===== src/rtl/serdes_pkg.sv =====
// Shared definitions for the FIFO write-port arbiter: default parameters,
// FSM state encoding and a small index-width helper.
package serdes_pkg;

    localparam int DEF_N_REQ     = 4;
    localparam int DEF_WIDTH     = 8;
    localparam int DEF_MAX_BURST = 4;
    localparam int DEF_ERR_WIDTH = 8;

    // IDLE: no owner, arbitrating. BURST: one lane owns the FIFO write port.
    typedef enum logic [0:0] {
        ST_IDLE  = 1'b0,
        ST_BURST = 1'b1
    } arb_state_e;

    // Bits needed to hold a lane index; never zero so a single-lane build stays legal.
    function automatic int idx_width(input int n);
        return (n > 1) ? $clog2(n) : 1;
    endfunction

endpackage


===== src/rtl/rr_pick.sv =====
// Combinational round-robin lane picker: scans lanes starting one past the
// previous owner and returns the first requesting lane.
module rr_pick
    import serdes_pkg::*;
#(
    parameter int N_REQ = DEF_N_REQ,
    parameter int IDX_W = idx_width(N_REQ)
) (
    input  logic [N_REQ-1:0] req,
    input  logic [IDX_W-1:0] last_grant,
    output logic             pick_valid,
    output logic [IDX_W-1:0] pick_idx
);

    // cand_idx[k] is the lane examined at scan position k (k=0 is highest priority).
    logic [IDX_W-1:0] cand_idx [N_REQ];
    logic [N_REQ-1:0] cand_hit;

    genvar gi;
    generate
        for (gi = 0; gi < N_REQ; gi++) begin : g_cand
            assign cand_idx[gi] = IDX_W'((int'(last_grant) + gi + 1) % N_REQ);
            assign cand_hit[gi] = req[cand_idx[gi]];
        end
    endgenerate

    // Priority scan: walking from the back lets the lowest scan position win.
    always_comb begin
        pick_valid = 1'b0;
        pick_idx   = '0;
        for (int i = N_REQ - 1; i >= 0; i--) begin
            if (cand_hit[i]) begin
                pick_valid = 1'b1;
                pick_idx   = cand_idx[i];
            end
        end
    end

endmodule


===== src/rtl/fifo_wr_arbiter.sv =====
// Burst-limited round-robin arbiter sharing one FIFO write port among
// N_REQ requesters, with a saturating FIFO write-error counter.
module fifo_wr_arbiter
    import serdes_pkg::*;
#(
    parameter int N_REQ     = DEF_N_REQ,
    parameter int WIDTH     = DEF_WIDTH,
    parameter int MAX_BURST = DEF_MAX_BURST,
    parameter int ERR_WIDTH = DEF_ERR_WIDTH
) (
    input  logic                   clk_i,
    input  logic                   rst_n_i,
    input  logic                   en_i,
    input  logic [N_REQ-1:0]       req_i,
    input  logic [N_REQ*WIDTH-1:0] data_i,
    output logic [N_REQ-1:0]       ack_o,
    output logic [N_REQ-1:0]       grant_o,
    output logic                   wr_en_o,
    output logic [WIDTH-1:0]       wdata_o,
    input  logic                   full_i,
    input  logic                   wr_error_i,
    output logic                   busy_o,
    output logic [ERR_WIDTH-1:0]   err_cnt_o
);

    localparam int IDX_W = idx_width(N_REQ);
    localparam int CNT_W = $clog2(MAX_BURST + 1);
    localparam logic [CNT_W-1:0] LAST_BEAT = CNT_W'(MAX_BURST - 1);
    localparam logic [IDX_W-1:0] LAST_LANE = IDX_W'(N_REQ - 1);

    arb_state_e           state_reg, state_next;
    logic [N_REQ-1:0]     grant_reg, grant_next;
    logic [IDX_W-1:0]     owner_reg, owner_next;
    logic [IDX_W-1:0]     last_grant_reg, last_grant_next;
    logic [CNT_W-1:0]     burst_cnt_reg, burst_cnt_next;
    logic [ERR_WIDTH-1:0] err_cnt_reg, err_cnt_next;

    logic                 pick_valid;
    logic [IDX_W-1:0]     pick_idx;
    logic [WIDTH-1:0]     lane_data [N_REQ];
    logic                 in_burst;
    logic                 owner_req;
    logic                 owner_ack;

    rr_pick #(
        .N_REQ (N_REQ),
        .IDX_W (IDX_W)
    ) u_rr_pick (
        .req        (req_i),
        .last_grant (last_grant_reg),
        .pick_valid (pick_valid),
        .pick_idx   (pick_idx)
    );

    // Per-lane views of the packed data bus and per-lane acknowledge decode.
    genvar gi;
    generate
        for (gi = 0; gi < N_REQ; gi++) begin : g_lane
            assign lane_data[gi] = data_i[gi*WIDTH +: WIDTH];
            assign ack_o[gi]     = owner_ack && (owner_reg == IDX_W'(gi));
        end
    endgenerate

    // Write path is gated by reset so nothing leaks to the FIFO while held in reset.
    assign in_burst  = (state_reg == ST_BURST) && rst_n_i;
    assign owner_req = req_i[owner_reg];
    assign owner_ack = in_burst && owner_req && !full_i;

    assign wr_en_o   = owner_ack;
    assign wdata_o   = in_burst ? lane_data[owner_reg] : '0;
    assign grant_o   = grant_reg;
    assign busy_o    = (state_reg == ST_BURST);
    assign err_cnt_o = err_cnt_reg;

    // Next-state logic: grant from IDLE, count beats in BURST, release on limit or request drop.
    always_comb begin
        state_next      = state_reg;
        grant_next      = grant_reg;
        owner_next      = owner_reg;
        last_grant_next = last_grant_reg;
        burst_cnt_next  = burst_cnt_reg;
        err_cnt_next    = err_cnt_reg;

        if (wr_error_i && !(&err_cnt_reg)) begin
            err_cnt_next = err_cnt_reg + 1'b1;
        end

        case (state_reg)
            ST_IDLE: begin
                grant_next = '0;
                if (en_i && pick_valid) begin
                    state_next     = ST_BURST;
                    owner_next     = pick_idx;
                    grant_next     = N_REQ'(1) << pick_idx;
                    burst_cnt_next = '0;
                end
            end
            ST_BURST: begin
                // A full FIFO only stalls: no ack, no count, ownership kept.
                if (owner_ack) begin
                    burst_cnt_next = burst_cnt_reg + 1'b1;
                end
                if ((owner_ack && (burst_cnt_reg == LAST_BEAT)) || !owner_req) begin
                    state_next      = ST_IDLE;
                    grant_next      = '0;
                    last_grant_next = owner_reg;
                end
            end
            default: begin
                state_next = ST_IDLE;
                grant_next = '0;
            end
        endcase
    end

    // State registers; reset parks last_grant on the top lane so lane 0 wins first.
    always_ff @(posedge clk_i) begin
        if (!rst_n_i) begin
            state_reg      <= ST_IDLE;
            grant_reg      <= '0;
            owner_reg      <= '0;
            last_grant_reg <= LAST_LANE;
            burst_cnt_reg  <= '0;
            err_cnt_reg    <= '0;
        end else begin
            state_reg      <= state_next;
            grant_reg      <= grant_next;
            owner_reg      <= owner_next;
            last_grant_reg <= last_grant_next;
            burst_cnt_reg  <= burst_cnt_next;
            err_cnt_reg    <= err_cnt_next;
        end
    end

endmodule


===== config.mk =====
export PLATFORM = sky130hd
export DESIGN_NAME = fifo_wr_arbiter
export DESIGN_NICKNAME = d
export VERILOG_FILES = /design/src/rtl/serdes_pkg.sv /design/src/rtl/rr_pick.sv /design/src/rtl/fifo_wr_arbiter.sv
export SDC_FILE = /design/constraint.sdc
export NUM_CORES = 1
export LEC_CHECK = 0
export ABC_AREA = 1
export CORE_MARGIN = 2
export CORE_UTILIZATION = 45
export CTS_BUF_LIST = sky130_fd_sc_hd__clkbuf_8
export CTS_CLUSTER_DIAMETER = 50
export DETAILED_ROUTE_END_ITERATION = 8
export DONT_BUFFER_PORTS = 1
export SYNTH_ARGS = -nofsm -noshare
export SYNTH_HDL_FRONTEND = slang
export SYNTH_SLANG_ARGS = --single-unit
export TNS_END_PERCENT = 100

===== constraint.sdc =====
create_clock -name clk_i -period 3.5 [get_ports clk_i]
set_input_delay 0.35 -clock clk_i [delete_from_list [all_inputs] [get_ports clk_i]]
set_output_delay 0.35 -clock clk_i [all_outputs]
set_load 0.02 [all_outputs]

* Yosys cells after proc, flatten, opt, wreduce, memory -nomap -nowiden *
Cells that the tools add are included.

word-level totals
  logic and storage cells = 80
  output and inout port bits = 26
  flip-flop bits (word level) = 20
  input bits = 41

cells by class
  bitwise logic cells = 2
  reductions and logical operators = 19
  shifts and indexed selects = 1
  eq/ne operators = 7
  magnitude comparators = 6
  muxes and demuxes = 31
  $add $sub $neg = 8

operator list
  cell                                                                          number
  8-bit two-way mux                                                             3
  8-bit binary-select mux with 2-bit select                                     1
  2-bit by 3-bit less-than comparator with 1-bit output, second input constant  5
  1-bit two-way mux                                                             11
  2-bit adder, second input constant                                            5
  1-bit binary-select mux with 2-bit select                                     5
  1-bit logical AND                                                             10
  8-bit by 1-bit adder with 8-bit output, second input constant                 1
  2-bit two-way mux                                                             4
  4-bit two-way mux                                                             2
  4-bit case mux with 2 select lines                                            1
  8-bit AND reduction                                                           1
  3-bit two-way mux                                                             2
  3-bit case mux with 2 select lines                                            1
  2-bit AND reduction                                                           3
  2-bit equality test, second input constant                                    2
  2-bit by 1-bit != test with 1-bit output, second input constant               2
  1-bit by 2-bit left shift with 4-bit output, first input constant             1
  3-bit by 1-bit adder with 3-bit output, second input constant                 1
  3-bit by 2-bit equality test with 1-bit output, second input constant         1
  3-bit >= comparator, second input constant                                    1
  1-bit zero test                                                               3
  2-bit inverter with 3-bit output                                              1
  2-bit by 1-bit adder with 2-bit output, second input constant                 1
  6 further kinds                                                               6

* Longest topological paths before layout *
Gate-level depths: netlist of the first run.

  depth in word-level cells = 11
  mapped depth = 11
  gate-level depth less buffers = 11

* By module *
From an unflattened synthesis of the first run, not the netlist that was laid out.

second synthesis, totals
  cell total of the unflattened synthesis = 243
  area total of the unflattened synthesis = 1571.5 um^2

by module, submodules not included
  module           instances  cells each  area each (um^2)
  fifo_wr_arbiter  1          194         1345.0
  rr_pick          1          49          226.5

* Worst setup path before layout of the first run *
No wires, ideal clock.

  kind = reg-to-output
  start point = register owner_reg[0]
  end point = output ack_o[0]
  cell stages (with the launch flop) = 8
  required time = 3.150 ns
  setup slack = 1.652 ns
  arrival = 1.498 ns
  cell sequence = dfxtp_1 buf_6 inv_4 nor2_2 nand2_2 o2111ai_2 nand3_4 nor3_1

on the way
  cells in the longest elaborated chain, start to end = 5

ends and longest elaborated chain
  what                                       line                    source
  start, declared                            fifo_wr_arbiter.sv:33   logic [IDX_W-1:0] owner_reg, owner_next;
  start signal, assigned                     fifo_wr_arbiter.sv:128  owner_reg <= owner_next;
  1-bit binary-select mux with 2-bit select  fifo_wr_arbiter.sv:66   assign owner_req = req_i[owner_reg];
  1-bit two-way mux (not written as such)    fifo_wr_arbiter.sv:66
  1-bit logical AND (2 in series)            fifo_wr_arbiter.sv:67   assign owner_ack = in_burst && owner_req && !full_i;
  1-bit logical AND *                        fifo_wr_arbiter.sv:60   assign ack_o[gi] = owner_ack && (owner_reg == IDX_W'(gi));
  end, declared                              fifo_wr_arbiter.sv:16   output logic [N_REQ-1:0] ack_o,

Every way passes the cells marked *; elsewhere a longest branch is shown, timed or not. The select of a mux whose other input is x is not followed.

* Worst setup path in the final report of the first run *
  start point = register owner_reg[0]
  end point = output ack_o[2]

The elaborated chain is that of the path after synthesis.

==> impl_metrics.ini, run 1 <==
[outcome]
status = completed

[drt]
ant_nets = 0
drc_errors = 0
wl_mm = 3.267
first_pass_iters = 4
num_vias = 1408
wl_per_cell_um = 13.28
viasPerCell = 5.724
drt_first_iter_violations = 64

[sta]
fmax_ghz = 0.4109
rsz0062_at_grt = no
maxSlewHeadroom_pct = 54.95
setup_viol = 0
hold_viol = 0
period_share_pct = 69.53
finalSetupTns_ps = 0
fin_crit_ps = 2434
fin_ws_ps = 1066
finClkSkew_ps = 4.060
tightest_slew_ps = 670.6
drv_slew = 0

[global_route]
grt_pass1_vias = 1250
grt_max_degree = 13
grt_pass1_wl_mm = 5.271
antenna_found_initial = 0
track_usage_pct = 19.05
grt_overflow = 0

[synthesis]
synth_top_area_share_pct = 29.09
avgSynthCellArea_um2 = 6.462
syn-cell-area_um2 = 1376
synth_top_area_cell = dfxtp_1
yosysSeqAreaShare_pct = 29.09
postSynthCellCount = 213
synth_area_leaders = dfxtp_1 (29%), nand2_1 (18%), a21oi_1 (8.7%), a22oi_1 (8.7%), inv_1 (7.6%)
ys_types = 28
ys_ff_latch = 20
ys.warnings.count = 0
synth_nets = 257

[worst_setup_path]
arrival_ps = 2080
required_ps = 3150
cp_top_family = simple AND/OR/NAND/NOR gates
cpMaxStageDelayCell = nor3_1
critPathMaxStageDelay_ps = 550
crit_buf_inv = 1
worstPathMaxFanout = 10
reg2reg_slack_ps = 1710
crit_path_end_kind = output port
crit_chain = inv_4 -> nor2_2 -> nand2_2 -> o2111ai_2 -> nand3_4 -> nor3_1
start_kind = flop
path_class = flop to output port

[clock_tree]
numCtsBuffers = 3
clk_latency_ps = 260
cts_sinks = 20
cts_setup_buffers = 0
cts.path.max_buffers = 2
cts_root_buf = clkbuf_8
clkSlewWorstSetupHoldPaths_ps = 70
postCtsResizedCells = 0
tritoncts = built
h-tree-depth = 1
cts_hold_buf = 0

[pwr]
cellLeakagePower_uw = 0.0006466
cellPowerDensity_nw_per_um2 = 418.5
irDropWorstVdd_v = 0.0003139

[final_layout]
drive_gt1_share_pct = 7.042
largest_reg_flops = 8
areaGrowthSynthToFinish_pct = 4.727
antenna_cells = 0
final_area_um2 = 1441
fillCellCount = 311
fin_nets = 258

[floorplan]
die_h_um = 59.31
design.portCount = 67
dieArea_um2 = 3517
num_rows = 20
core_um2 = 2978
initial_core_util_pct = 46.22
die_width_um = 59.31

[place]
port_buffers = 0
place_area_um2 = 1386
dp_hpwl_mm = 2.597
place_ws_ps = 1338
gp_congestion = 0.8182

[job]
max-cap-violations = 0

[worst_hold_path]
hold_path.class = input port to flop
## cells in the final DEF, fill, tap and decap left out, types with 3 or more instances in the layout
master	synthesis	routed
nand2_1	66	66
a21oi_1	24	24
nor3_1	7	7
inv_1	28	28
nor2_1	5	5
clkbuf_8	0	4
dfxtp_1	20	20
o21ai_0	8	8
nand4_1	3	3
nor2_2	4	4
ha_1	3	3
nand3_1	10	10
a22oi_1	16	16
## cell families (layout without fill, tap and decap cells)
family                   Yosys count  in the layout  share of synthesized area, %
XOR/XNOR                           1              1                        0.6365
AO/OA/AOI/OAI                     53             53                         23.73
adder cells (fa/ha/maj)            3              3                         2.728
buffers and inverters             35             35                         11.09
AND/OR/NAND/NOR                  101            101                         32.73
flip-flops                        20             20                         29.09
## layout make-up
type | instances | area (um^2) | share of cell area, %
multi-input cells | 158 | 823.3 | 57.12
well taps | 33 | 41.29 | 2.865
inverters | 31 | 121.4 | 8.420
flip-flops and latches | 20 | 400.4 | 27.78
clock buffers | 4 | 55.05 | 3.819
## where the power goes
group	internal [uW]	total, uW	switching [uW]
clock	100	174	73.7
sequential	241	268	27.7
combinational	52.4	161	109
## routing by layer
metal / share of wire (%) / GRT usage, % / wire, um / up-vias
li1: - / - / - / 714
met1: 43 / 23.66 / 1407 / 642
met2: 50 / 32.34 / 1631 / 47
met3: 5.6 / 3.493 / 183 / 5
met4: 1.4 / 7.468 / 45 / 0
met5: 0 / 0 / 0 / -
## Yosys cell counts, drive strengths merged
library cell,number
dfxtp,20
ha,3
o21ai,8
a22oi,16
clkbuf,1
a21oi,24
o211ai,2
inv,30
buf,3
nor3,7
o2111ai,1
o21a,1
a31o,1
nor3b,1
nand4,3
xnor2,1
or2,1
nor4,1
clkinv,1
nand3,11
nand2,67
nor2,10
## stage by stage
step | power, uW | hold WS, ps | util [%] | std cells
after detailed placement | 434.7 | 454.8 | 46.55 | 242
final | 603.3 | 193.0 | 48.40 | 246
after CTS | 608.0 | 188.5 | 48.40 | 246
after global placement | 430.6 | 463.8 | 46.55 | 242
after floorplan | 413.0 | 462.6 | - | 213
after global routing | 648.2 | 181.2 | 48.40 | 246
## path summary, 6_finish.rpt
path / from / end / depth (start not counted)
setup / recovery: owner_reg[0] / ack_o[2] / 6
hold reg to reg: burst_cnt_reg[2] / burst_cnt_reg[2] / 2
hold / removal: rst_n_i / last_grant_reg[1] / 1
setup reg to reg: last_grant_reg[0] / owner_reg[1] / 10
(Power assumes the default switching activity.)
==> run 2: changes to the inputs <==
- clock period: 3.5 -> 2.17 ns (I/O delays scaled with it)
==> impl_metrics.ini, run 2 (synthesis results as in run 1) <==
[worst_setup_path]
arrival_ps = 1770
worstReg2RegStart = err_cnt_o[4]
path_class = flop to output port
reg2reg_slack_ps = 470
critPathMaxStageDelay_ps = 540
worstPathMaxFanout = 10
crit_path_end_kind = output port
regToRegEndpoint = err_cnt_o[6]
worst-path-stages = 4
crit_buf_inv = 1
cpMaxStageDelayCell = dfxtp_1
cp_top_family = simple AND/OR/NAND/NOR gates
r2r_cells = 8
start_kind = flop
required_ps = 1950
crit_chain = nand2_1 -> inv_1 -> nand3_4 -> nor2_1

[job]
max-cap-violations = 0

[pwr]
irDropWorstVdd_v = 0.0003447
cellLeakagePower_uw = 0.0006878
cellPowerDensity_nw_per_um2 = 658.2

[worst_hold_path]
holdPathEnd = last_grant_reg[1]
holdCritStartpoint = rst_n_i
hold_depth = 1
hold_path.class = input port to flop

[sta]
rsz0062_at_grt = no
period_share_pct = 91.38
setup_viol = 0
finalSetupTns_ps = 0
hold_viol = 0
maxSlewHeadroom_pct = 68.17
drv_slew = 0
fin_crit_ps = 1983
finClkSkew_ps = 8.260
tightest_slew_ps = 473.8
fmax_ghz = 0.5043

[global_route]
grt_max_degree = 13
track_usage_pct = 18.46
antenna_found_initial = 0
grt_overflow = 0
grt_pass1_vias = 1256
grt_pass1_wl_mm = 5.085

[drt]
drc_errors = 0
wl_mm = 3.285
drt_first_iter_violations = 78
ant_nets = 0
first_pass_iters = 4
viasPerCell = 5.472
num_vias = 1390
wl_per_cell_um = 12.93

[place]
dp_hpwl_mm = 2.682
place_area_um2 = 1446
gp_congestion = 0.8077
port_buffers = 0

[clock_tree]
h-tree-depth = 1
cts_root_buf = clkbuf_8
clk_latency_ps = 250
cts_hold_buf = 0
cts_sinks = 20
tritoncts = built
numCtsBuffers = 3
cts.path.max_buffers = 2
clkSlewWorstSetupHoldPaths_ps = 80
cts_setup_buffers = 0
postCtsResizedCells = 0

[final_layout]
areaGrowthSynthToFinish_pct = 9.091
antenna_cells = 0
layout_commonest_cell = nand2_1
fin_nets = 266
final_area_um2 = 1501
largest_reg_flops = 8
final_cell_mix = nand2_1 (66), inv_1 (28), a21oi_1 (24)
post-route-util_pct = 50.42
drive_gt1_share_pct = 10.41

[floorplan]
die_width_um = 59.31
core_um2 = 2978
dieArea_um2 = 3517
num_rows = 20
design.portCount = 67
die_h_um = 59.31
initial_core_util_pct = 46.22

[outcome]
status = completed
run 2: cell count changes in the layout (fill, tap and decap cells not counted), sizes merged:
cell,delta
buf,+8
run 2: power breakdown:
| part | switching, uW | leakage [uW] | internal (uW) | total (uW) |
|---|---|---|---|---|
| Clock | 117 | 0.0000288 | 161 | 279 |
| Sequential | 41.4 | 0.000163 | 388 | 430 |
| Combinational | 181 | 0.000496 | 98.7 | 280 |
| Total | 340 | 0.000688 | 648 | 988 |
run 2: how the worst max path moves through the flow:
| stage | start | end | slack, ps |
|---|---|---|---|
| 2_1_floorplan | owner_reg[0] | ack_o[0] | 460 |
| 5_1_grt | busy_o | ack_o[2] | 60 |
| 6_report | busy_o | ack_o[3] | 190 |
| 4_1_cts | busy_o | ack_o[3] | 170 |
| 3_5_place_dp | busy_o | ack_o[3] | 460 |
| 3_3_place_gp | busy_o | ack_o[3] | 510 |
run 2: final cells by class:
cell class                 instances  area, um^2
inverter                          31       121.4
sequential                        20       400.4
tap                               33       41.29
timing repair buffer               8       60.06
fill                             318        1476
multi-input combinational        158       823.3
clock buffer                       4       55.05
run 2: per-layer routing:
layer	wire length, um	vias up	track usage (%)
li1	-	730	-
met1	1414	629	22.45
met2	1710	29	32.81
met3	140	2	3.275
met4	20	0	5.519
met5	0	-	0
run 2: per-stage QoR:
| stage | std cells | hold WS, ps | total power (uW) | worst slack (ps) |
|---|---|---|---|---|
| 2_1_floorplan | 213 | 430.0 | 666.1 | 455.1 |
| 3_3_place_gp | 250 | 318.7 | 712.1 | 506.9 |
| 3_5_place_dp | 250 | 323.6 | 719.9 | 459.3 |
| 4_1_cts | 254 | 54.86 | 1001 | 169.3 |
| 5_1_grt | 254 | 60.22 | 1058 | 63.96 |
| 6_report | 254 | 59.98 | 988.3 | 187.0 |
run 2: worst reg2reg max path: stages (launching register included):
cell     delay, ps
dfxtp_1        490
nand2_1        140
nor3_1         220
nand4_1        150
nand2_1        220
inv_1          140
nand2_1        100
o21ai_0         70
a21oi_1        120
==> run 3: changes to the inputs <==
- clock period: 2.17 -> 2 ns (I/O delays scaled with it)
==> impl_metrics.ini, run 3 (synthesis results as in run 1) <==
[outcome]
status = completed

[clock_tree]
cts_sinks = 20
tritoncts = built
h-tree-depth = 1
cts.path.max_buffers = 2
clkSlewWorstSetupHoldPaths_ps = 70
cts_root_buf = clkbuf_8
clk_latency_ps = 250
numCtsBuffers = 3

[place]
dp_hpwl_mm = 2.601
place_area_um2 = 1454
port_buffers = 0
gp_congestion = 0.8074

[floorplan]
die_width_um = 59.31
num_rows = 20
initial_core_util_pct = 46.22
core_um2 = 2978
dieArea_um2 = 3517
design.portCount = 67
die_h_um = 59.31

[worst_setup_path]
regToRegEndpoint = owner_reg[1]
required_ps = 1800
worstPathMaxFanout = 8
start_kind = flop
arrival_ps = 1600
reg2reg_slack_ps = 320
worstReg2RegStart = last_grant_reg[0]
crit_path_end_kind = output port
path_class = flop to output port
r2r_cells = 9

[pwr]
clock_power_share_pct = 27.9
cellLeakagePower_uw = 0.0006930
combPwrFrac_pct = 28.7
cellPowerDensity_nw_per_um2 = 708.7
pwr-share-seq_pct = 43.4
switchingPower_uw = 369.2
irDropWorstVdd_v = 0.0004399
p_int_uw = 710.0
netSwitchingFraction_pct = 34.21

[final_layout]
areaGrowthSynthToFinish_pct = 10.64
fillCellCount = 325
final_cell_mix = nand2_1 (66), inv_1 (28), a21oi_1 (24)
drive_gt1_share_pct = 11.71
antenna_cells = 0
largest_reg_flops = 8
multi_input_area_um2 = 834.6
final_area_um2 = 1523
layout_commonest_cell = nand2_1
fin_nets = 267
seq_area_um2 = 402.9

[global_route]
grt_pass1_wl_mm = 5.030
antenna_found_initial = 0
grt_overflow = 0
track_usage_pct = 18.20
grt_max_degree = 13
grt_pass1_vias = 1260

[sta]
fmax_ghz = 0.5544
finalSetupTns_ps = 0
rsz0062_at_grt = no
tightest_slew_ps = 469.0
period_share_pct = 90.18
finClkSkew_ps = 1.289
drv_slew = 0
fin_crit_ps = 1804
hold_viol = 0
setup_viol = 0
maxSlewHeadroom_pct = 68.83

[drt]
viasPerCell = 5.580
wl_per_cell_um = 12.58
num_vias = 1423
ant_nets = 0
first_pass_iters = 4
drc_errors = 0
wl_mm = 3.207
drt_first_iter_violations = 113

[job]
max-cap-violations = 0

[worst_hold_path]
holdCritStartpoint = rst_n_i
hold_path.class = input port to flop
hold_depth = 1
holdPathEnd = last_grant_reg[0]
run 3: final cells by class:
cell class / instances / area share [%]
timing repair buffer: 9 / 4.437
clock buffer: 4 / 3.615
tap: 33 / 2.712
inverter: 31 / 7.970
sequential: 20 / 26.46
multi-input combinational: 158 / 54.81
run 3: per-layer routing:
layer / global-route usage, % / vias up / wire length (um)
met1: 21.80 / 639 / 1336
li1: - / 732 / -
met5: 0 / - / 0
met4: 8.766 / 0 / 57
met3: 2.620 / 7 / 174
met2: 31.55 / 45 / 1638
run 3: power by group through the flow:
stage | Sequential [uW] | Clock (uW) | Combinational, uW
CTS | 467 | 316 | 306
global route | 473 | 331 | 350
finish | 468 | 301 | 310
floorplan | 459 | 0 | 264
global placement | 476 | 0 | 297
detailed placement | 476 | 0 | 304
run 3: worst max-delay path by stage:
stage / startpoint / to / slack [ps] / depth (start not counted)
6_report: owner_reg[0] / wdata_o[5] / 200 / 4
4_1_cts: owner_reg[0] / ack_o[2] / 3 / 5
3_3_place_gp: owner_reg[0] / ack_o[2] / 350 / 5
5_1_grt: owner_reg[0] / ack_o[2] / 30 / 5
2_1_floorplan: owner_reg[0] / ack_o[0] / 300 / 7
3_5_place_dp: owner_reg[0] / ack_o[2] / 300 / 5
run 3: critical path, stage by stage (launching register included):
cell     delay, ps
dfxtp_2        430
nand2_1        150
inv_1          230
a22oi_1        130
a21oi_1        400
run 3: repair_timing:
action                     4_1_cts  5_1_grt
hold buffers                     0        0
gates resized for setup          0        3
setup endpoints to repair        0       12
buffers inserted                 0        0
run 3: through the flow:
step	util [%]	cells	total power (uW)	hold WS (ps)	setup WS [ps]
3_3_place_gp	48.82	251	772.7	302.2	349.1
3_5_place_dp	48.82	251	780.1	305.8	295.9
6_report	51.13	255	1079	43.19	196.3
2_1_floorplan	-	213	722.7	413.0	302.1
4_1_cts	50.67	255	1088	33.63	3.386
5_1_grt	51.13	255	1154	32.91	26.36
